`src/rtl/calc_pkg.sv`:
```
// Shared display constants for the calculator output path: digit count,
// fixed glyphs (internal polarity 1 = lit, bit order {g,f,e,d,c,b,a}) and the shadow record.
package calc_pkg;

   localparam int NDIG = 4;

   localparam logic [6:0] SEG_BLANK = 7'b0000000;
   localparam logic [6:0] SEG_DASH  = 7'b1000000;
   localparam logic [6:0] SEG_E     = 7'b1111001;
   localparam logic [6:0] SEG_R     = 7'b1010000;

   typedef struct packed {
      logic [15:0] top;
      logic [6:0]  size;
      logic        empty;
      logic        error;
      logic        hi;
      logic        show_size;
   } shadow_t;

   // Power-up shadow reads as an empty stack, so the display shows dashes until the first snapshot.
   localparam shadow_t SHADOW_RESET = '{top: 16'h0000, size: 7'h00, empty: 1'b1,
                                        error: 1'b0, hi: 1'b0, show_size: 1'b0};

endpackage

```
`src/rtl/calc_display_hex_to_seg.sv`:
```
// Combinational nibble to 7-segment glyph decoder ({g,f,e,d,c,b,a}, 1 = lit).
module hex_to_seg (
   input  logic [3:0] nibble,
   output logic [6:0] seg
);

   always_comb begin
      seg = 7'b0000000;
      case (nibble)
         4'h0: seg = 7'b0111111;
         4'h1: seg = 7'b0000110;
         4'h2: seg = 7'b1011011;
         4'h3: seg = 7'b1001111;
         4'h4: seg = 7'b1100110;
         4'h5: seg = 7'b1101101;
         4'h6: seg = 7'b1111101;
         4'h7: seg = 7'b0000111;
         4'h8: seg = 7'b1111111;
         4'h9: seg = 7'b1101111;
         4'hA: seg = 7'b1110111;
         4'hB: seg = 7'b1111100;
         4'hC: seg = 7'b0111001;
         4'hD: seg = 7'b1011110;
         4'hE: seg = 7'b1111001;
         4'hF: seg = 7'b1110001;
         default: seg = 7'b0000000;
      endcase
   end

endmodule

```
`src/rtl/calc_display.sv`:
```
// 4-digit multiplexed 7-segment driver with frame snapshot and ghost-guard blanking.
// Optional LEAD_ZERO_BLANK_EN blanks leading zero digits in top-of-stack mode.
module calc_display
   import calc_pkg::*;
#(
   parameter int DIV_BITS       = 16,
   parameter int GUARD          = 4,
   parameter int SEG_ACTIVE_LOW = 1
) (
   input  logic        clk,
   input  logic        rst_n,
   input  logic [15:0] top,
   input  logic        hi_half,
   input  logic [6:0]  stack_size,
   input  logic        empty,
   input  logic        error,
   input  logic        show_size,
   output logic [3:0]  an,
   output logic [6:0]  seg,
   output logic        dp
);

   localparam logic                INV     = (SEG_ACTIVE_LOW != 0);
   localparam logic [6:0]          SEG_OFF = {7{INV}};
   localparam logic [DIV_BITS-1:0] GUARD_V = DIV_BITS'(GUARD);

   logic [DIV_BITS-1:0] pre_q, pre_d;
   logic [1:0]          dig_q, dig_d;
   shadow_t             sh_q, sh_d;
   logic [3:0]          an_q, an_d;
   logic [6:0]          seg_q, seg_d;
   logic                dp_q, dp_d;

   logic       tick;
   logic [3:0] nibble;
   logic [6:0] hex_seg;
   logic [6:0] seg_int;
   logic       dp_int;

   always_ff @(posedge clk or negedge rst_n) begin
      if (!rst_n) begin
         pre_q <= '0;
         dig_q <= 2'd0;
         sh_q  <= SHADOW_RESET;
         an_q  <= 4'b1111;
         seg_q <= SEG_OFF;
         dp_q  <= INV;
      end else begin
         pre_q <= pre_d;
         dig_q <= dig_d;
         sh_q  <= sh_d;
         an_q  <= an_d;
         seg_q <= seg_d;
         dp_q  <= dp_d;
      end
   end

   // Inputs are sampled only as the last digit's dwell ends, so a frame never mixes two values.
   always_comb begin
      tick  = &pre_q;
      pre_d = pre_q + 1'b1;
      dig_d = tick ? dig_q + 2'd1 : dig_q;
      sh_d  = sh_q;
      if (tick && (dig_q == 2'd3)) begin
         sh_d.top       = top;
         sh_d.size      = stack_size;
         sh_d.empty     = empty;
         sh_d.error     = error;
         sh_d.hi        = hi_half;
         sh_d.show_size = show_size;
      end
   end

   always_comb begin
      nibble = 4'h0;
      if (sh_q.show_size) begin
         nibble = (dig_q == 2'd1) ? {1'b0, sh_q.size[6:4]} : sh_q.size[3:0];
      end else begin
         case (dig_q)
            2'd3:    nibble = sh_q.top[15:12];
            2'd2:    nibble = sh_q.top[11:8];
            2'd1:    nibble = sh_q.top[7:4];
            default: nibble = sh_q.top[3:0];
         endcase
      end
   end

   hex_to_seg u_hex (
      .nibble (nibble),
      .seg    (hex_seg)
   );

`ifdef LEAD_ZERO_BLANK_EN
   logic lead_zero;
   always_comb begin
      lead_zero = 1'b0;
      case (dig_q)
         2'd3:    lead_zero = (sh_q.top[15:12] == 4'h0);
         2'd2:    lead_zero = (sh_q.top[15:8] == 8'h00);
         2'd1:    lead_zero = (sh_q.top[15:4] == 12'h000);
         default: lead_zero = 1'b0;
      endcase
   end
`endif

   always_comb begin
      seg_int = SEG_BLANK;
      dp_int  = 1'b0;
      if (sh_q.error) begin
         case (dig_q)
            2'd3:       seg_int = SEG_E;
            2'd2, 2'd1: seg_int = SEG_R;
            default:    seg_int = SEG_BLANK;
         endcase
      end else if (sh_q.empty) begin
         seg_int = SEG_DASH;
      end else if (sh_q.show_size) begin
         seg_int = (dig_q[1] == 1'b0) ? hex_seg : SEG_BLANK;
         dp_int  = (dig_q == 2'd3);
      end else begin
`ifdef LEAD_ZERO_BLANK_EN
         seg_int = lead_zero ? SEG_BLANK : hex_seg;
`else
         seg_int = hex_seg;
`endif
         dp_int  = sh_q.hi && (dig_q == 2'd0);
      end
   end

   always_comb begin
      an_d  = (pre_q < GUARD_V) ? 4'b1111 : ~(4'b0001 << dig_q);
      seg_d = seg_int ^ SEG_OFF;
      dp_d  = dp_int ^ INV;
   end

   assign an  = an_q;
   assign seg = seg_q;
   assign dp  = dp_q;

endmodule

```
`config.mk`:
```
export PLATFORM = sky130hd
export DESIGN_NAME = calc_display
export DESIGN_NICKNAME = d
export VERILOG_FILES = /design/src/rtl/calc_pkg.sv /design/src/rtl/calc_display_hex_to_seg.sv /design/src/rtl/calc_display.sv
export SDC_FILE = /design/constraint.sdc
export NUM_CORES = 1
export LEC_CHECK = 0
export ABC_AREA = 1
export CAP_MARGIN = 0
export CORE_UTILIZATION = 43
export CTS_CLUSTER_DIAMETER = 200
export CTS_CLUSTER_SIZE = 12
export DETAILED_ROUTE_END_ITERATION = 10
export PLACE_DENSITY_LB_ADDON = 0.1
export SLEW_MARGIN = 30
export SYNTH_ARGS = -nofsm -noshare
export SYNTH_HDL_FRONTEND = slang
export SYNTH_SLANG_ARGS = --single-unit
export TNS_END_PERCENT = 30
```
`constraint.sdc`:
```
create_clock -name clk -period 2.05 [get_ports clk]
set_input_delay 0.205 -clock clk [delete_from_list [all_inputs] [get_ports clk]]
set_output_delay 0.205 -clock clk [all_outputs]
set_load 0.005 [all_outputs]
```
**After elaboration in Yosys (flattened, before gate mapping)**

Memories as Yosys holds them, arrays and structs flattened.
Index checks and enable logic that the tools add are counted.
W data, S select, Z words.

- Logic and storage cells: 39
- Memory bits (read-only): 112
- Output and inout bits: 12
- Input port bits: 29
- Flip-flop bits (word level): 57
- Memories kept: 1

Memories:

| memory | words | bits a word | rd ports | clocked after Yosys merged registers in | wr ports | RTL line | RTL |
|---|---|---|---|---|---|---|---|
| (no name shown) | 16 | 7 | 1 | 0 | 0 | calc_display_hex_to_seg.sv:9 | `case (nibble)` |

- Reduce and logical (&&, ||, !) cells: 5
- Shifts and indexed selects: 1
- Bitwise logic cells: 3
- Magnitude comparators: 1
- Multiplexer cells: 12
- Add/subtract/negate cells: 2
- Equal/unequal tests: 3

Operator list:

| operator | count |
|---|---|
| $mux W7 | 4 |
| $add A16 B1 Y16 const B | 1 |
| $lt A16 B3 Y1 const B | 1 |
| $reduce_and A16 Y1 | 1 |
| $pmux W7 S2 | 1 |
| $mux W4 | 3 |
| $pmux W4 S3 | 1 |
| $not A7 Y7 | 1 |
| $eq A2 B2 Y1 const B | 2 |
| $not A4 Y4 | 1 |
| $shl A1 B2 Y4 const A | 1 |
| $mux W1 | 3 |
| $add A2 B1 Y2 const B | 1 |
| $eq A2 B1 Y1 const B | 1 |
| $logic_and A1 B1 Y1 | 2 |
| $logic_not A2 Y1 | 1 |
| $reduce_or A2 Y1 | 1 |
| $not A1 Y1 | 1 |

**Depth between registers and ports, before layout**

An unclocked memory read counts as a cell.

- Word-level depth: 9
- Depth in mapped cells: 17
- Mapped depth without buffers: 16

**Hierarchy**

From an unflattened synthesis, not the netlist that was laid out.

- Cell total of the unflattened synthesis: 366
- Area total of the unflattened synthesis: 2981.6 µm²

Modules (own cells, without submodules):

| module | times used | sequential area each (µm²) | cells an instance | area an instance (µm²) |
|---|---|---|---|---|
| calc_display | 1 | 1442.6 | 314 | 2711.4 |
| hex_to_seg | 1 | 0.0 | 52 | 270.3 |

**Least setup slack after synthesis**

OpenSTA, ideal clock, no wires.

- Path kind: register to register
- Start: register dig_q[0]
- End: register seg_q[3] (netlist: seg[3])
- Library setup time: 77 ps
- Slack: 101 ps
- Path buffers: 0
- Period minus slack after synthesis: 1949 ps
- Data arrival time: 1872 ps
- Cell stages (with the launch flop): 16
- Required time: 1973 ps
- Cells stage by stage: dfrtp_1 > inv_1 > ha_1 > inv_1 > nor2_1 > nor2_1 > o21ai_0 > nand2_1 > inv_1 > ha_1 > inv_1 > nand2_1 > nand3_1 > nand3_1 > nand2_1 > nand2_1

- Longest elaborated chain between the ends: 9
- Elaborated cells between the ends (all ways): 14
- Classes of those cells: 3 x eq/ne; 8 x mux; 1 x bitwise; 1 x reduce/logical; 1 x memory

Ends and longest elaborated chain:

| what | RTL line | RTL |
|---|---|---|
| from (decl) | calc_display.sv:28 | `logic [1:0] dig_q, dig_d;` |
| from (signal assigned) | calc_display.sv:50 | `dig_q <= dig_d;` |
| $eq A2 B1 Y1 / $eq A2 B2 Y1 (equally long branches) | calc_display.sv:77, calc_display.sv:79, calc_display.sv:110 |  |
| $pmux W4 S3 / $mux W4 (equally long branches) | calc_display.sv:79, calc_display.sv:77 |  |
| $mux W4 | calc_display.sv:76 | `if (sh_q.show_size) begin` |
| $mem_v2 Z16 W7 | - |  |
| $mux W7 | calc_display.sv:118 | `seg_int = (dig_q[1] == 1'b0) ? hex_seg : SEG_BLANK;` |
| $mux W7 | calc_display.sv:117 | `end else if (sh_q.show_size) begin` |
| $mux W7 | calc_display.sv:115 | `end else if (sh_q.empty) begin` |
| $mux W7 (*) | calc_display.sv:109 | `if (sh_q.error) begin` |
| $not A7 Y7 (no line) (*) | - |  |
| named net seg_d[3] | calc_display.sv:31 | `logic [6:0] seg_q, seg_d;` |
| to (signal assigned) | calc_display.sv:53 | `seg_q <= seg_d;` |
| to (decl) | calc_display.sv:31 |  |

The timed path passes the listed nets; every way through them passes the cells marked *.
A chain may end at the register's enable or synchronous reset.

**Final worst setup path**

Same ends and word-level chain as after synthesis.

==> qor.yml <==
cap_violations: 0
power.switching_w: 0.000454
core_mm2: 0.00646
worst_pin_slew_ns: 0.495
slowest_stage: "dfrtp_2"
maxSlewViolCount: 0
grt_usage_pct: 19.2
clkTransAtPathRegs_ns: 0.06
n_antenna_cell: 0
sequential_cell_area_mm2: 0.00145
drt_first_pass_iters: 4
seq_area_frac_synth_pct: 49.4
cp-end-kind: "flop"
fp-row-count: 29
grt_setup_unrepaired: "yes"
avgSynthCellArea_um2: 8.52
p_seq_share_pct: 50.1
vias_per_cell: 4.82
cts_buffers: 9
dpl.hpwl_um: 4410
synth-edff-count: 0
setup_ws_ns: 0.144
p_int_w: 0.00179
syn-num-nets: 386
drc: 0
peakVddDrop_uv: 451
finalWeightedCongestion: 0.881
antenna_found_initial: 0
grt_pass1_wl_um: 10500
total_leakage_power_nw: 1.78
power_density_mw_per_mm2: 590
dieHeight_um: 84.4
grt_pass1_vias: 2295
routed_wl_um: 6050
max_stage_delay_ns: 0.46
arrival_ns: 2.18
syn_inst: 343
hold_viol_final: 0
ys_types: 30
relSlewSlack_pct: 67.0
start_util_pct: 45.3
worstPathRequired_ns: 2.33
grt_max_degree: 37
path_common_cell: "nand2_1"
path_class: "reg -> reg"
clockBufferDepth: 2
syn2layout_area_growth_pct: 30.2
power.share.switching_pct: 20.2
multi_input_area_mm2: 0.00139
finalCritPeriodShare_pct: 93.0
cts-root-buf: "clkbuf_8"
die_area_mm2: 0.00713
clkPwrFrac_pct: 46.4
dpl_worst_slack_ns: -0.114
p_comb_share_pct: 3.5
worstSkewPairLatency_ns: 0.34
drtIter0Drc: 57
cp_cell_sequence: "buf_6 -> ha_4 -> nand2_2 -> nand3_2 -> nand2_2 -> nand2_1 -> nand2_2 -> inv_4 -> ha_4 -> inv_1 -> nand2_1 -> nand3_1 -> nand3_1 -> nand2_1 -> nand2_1"
setup_viol: 0
start_kind: "flop"
final_nets: 446
critPathMaxFanout: 8
h-tree-depth: 3
whs_ns: 0.362
mostFrequentLayoutCell: "nand2_1"
mostFrequentLayoutCells: "124 x nand2_1, 42 x dfrtp_1, 39 x nand3_1, 39 x clkdlybuf4s50_1, 21 x inv_1"
hold_path_class: "in -> async"
vias: 2335
rrSetupSlack_ns: 0.14
synth_ff_type: "dfrtp_1"
status: "finished clean"
ys_async_sr_fraction_pct: 100
max_freq_ghz: 0.525
synth_seq_cells: 57
portBuffers: 40
nFillCells: 602
io_pins: 41
cts_tree: "built"
yosys_warnings: 0
fin_crit_ns: 1.91
clock_skew_ns: 0.00746
clock_sinks: 57
grt_overflow: 0
postRouteAntennaNets: 0
drive_gt1_share_pct: 20.4
die_w_um: 84.4
wl_per_cell_um: 12.5
syn_area_mm2: 0.00292
==> per-stage QoR <==
stage | util [%] | total power [W] | instance area, um2 | std cells | setup TNS (ns)
finish | 58.9 | 0.00225 | 3810 | 484 | 0
global route | 58.9 | 0.00234 | 3810 | 484 | -0.0177
CTS | 57.3 | 0.00228 | 3700 | 482 | 0
detailed placement | 53.4 | 0.00123 | 3450 | 462 | -0.307
global placement | 53.4 | 0.00123 | 3450 | 462 | 0
floorplan | - | 0.00115 | 2920 | 343 | 0
==> flip-flops by register name, indices dropped and copies added, names as in the netlist <==
| name | count |
|---|---|
| pre_q | 16 |
| dp | 1 |
| sh_q | 27 |
| dig_q | 2 |
| seg | 7 |
| an | 4 |
==> critical path, delay by kind of cell, from the launching register on <==
family | cells | cell delay [ns]
flip-flops | 1 | 0.46
adder cells (fa/ha/maj) | 2 | 0.43
buffers and inverters | 3 | 0.24
AND/OR/NAND/NOR | 10 | 0.71
==> per-layer routing <==
metal,track usage [%],routed length [um]
met1,23.2,2780
met2,32.7,2950
met5,0,0
met3,4.23,189
met4,9.24,130
==> power groups by stage <==
| stage | logic, W | clock network (W) | registers [W] |
|---|---|---|---|
| after floorplan | 0.00000000729 | 0 | 0.00115 |
| after global placement | 0.0000795 | 0 | 0.00115 |
| after detailed placement | 0.0000803 | 0 | 0.00115 |
| after CTS | 0.0000817 | 0.00107 | 0.00113 |
| after global routing | 0.0000874 | 0.00112 | 0.00113 |
| final | 0.0000788 | 0.00104 | 0.00113 |
==> final timing paths <==
| path | endpoint | depth (start not counted) | from |
|---|---|---|---|
| hold reg to reg | pre_q[0] | 1 | pre_q[0] |
| min in group clk | sh_q[20] | 3 | top[9] |
| setup / recovery | seg[3] | 15 | dig_q[0] |
| hold / removal | pre_q[13] | 2 | rst_n |
| max in group asynchronous | an[0] | 3 | rst_n |
| setup reg to reg | seg[3] | 15 | dig_q[0] |
==> logic make-up (layout without fill, tap and decap cells) <==
group	count (synthesis)	in the layout	share of synthesized area [%]
simple gates	205	205	31.3
flops	57	57	49.4
buf+inv	39	103	6.29
xor+xnor	15	15	4.49
fa+ha+maj	14	14	5.99
compound gates	13	13	2.61
==> cells in the mapped netlist (6+ instances only) <==
cell type,count,area share [%]
inv_1,27,3.5
dfrtp_1,44,38
dfstp_2,13,12
nand3_1,41,7.0
nand2_1,128,16
ha_1,14,6.0
nor2_1,17,2.2
o21ai_0,6,1.0
xor2_1,12,3.6
==> final cells by class <==
type	instances	area share, %
multi-input cells	247	36.5
flip-flops and latches	57	38.0
repair buffers	61	15.0
clock buffers	12	4.08
well taps	77	2.53
inverters	27	2.86
clock inverters	3	1.05
==> timing repair <==
action	in CTS	in global routing
gates resized for setup	5	28
setup buffers	4	2
setup endpoints to repair	6	7
hold buffers	1	0
cloned	0	0
hold endpoints to repair	13	0
pin swaps	1	7
Power figures use the tool's default switching activity.
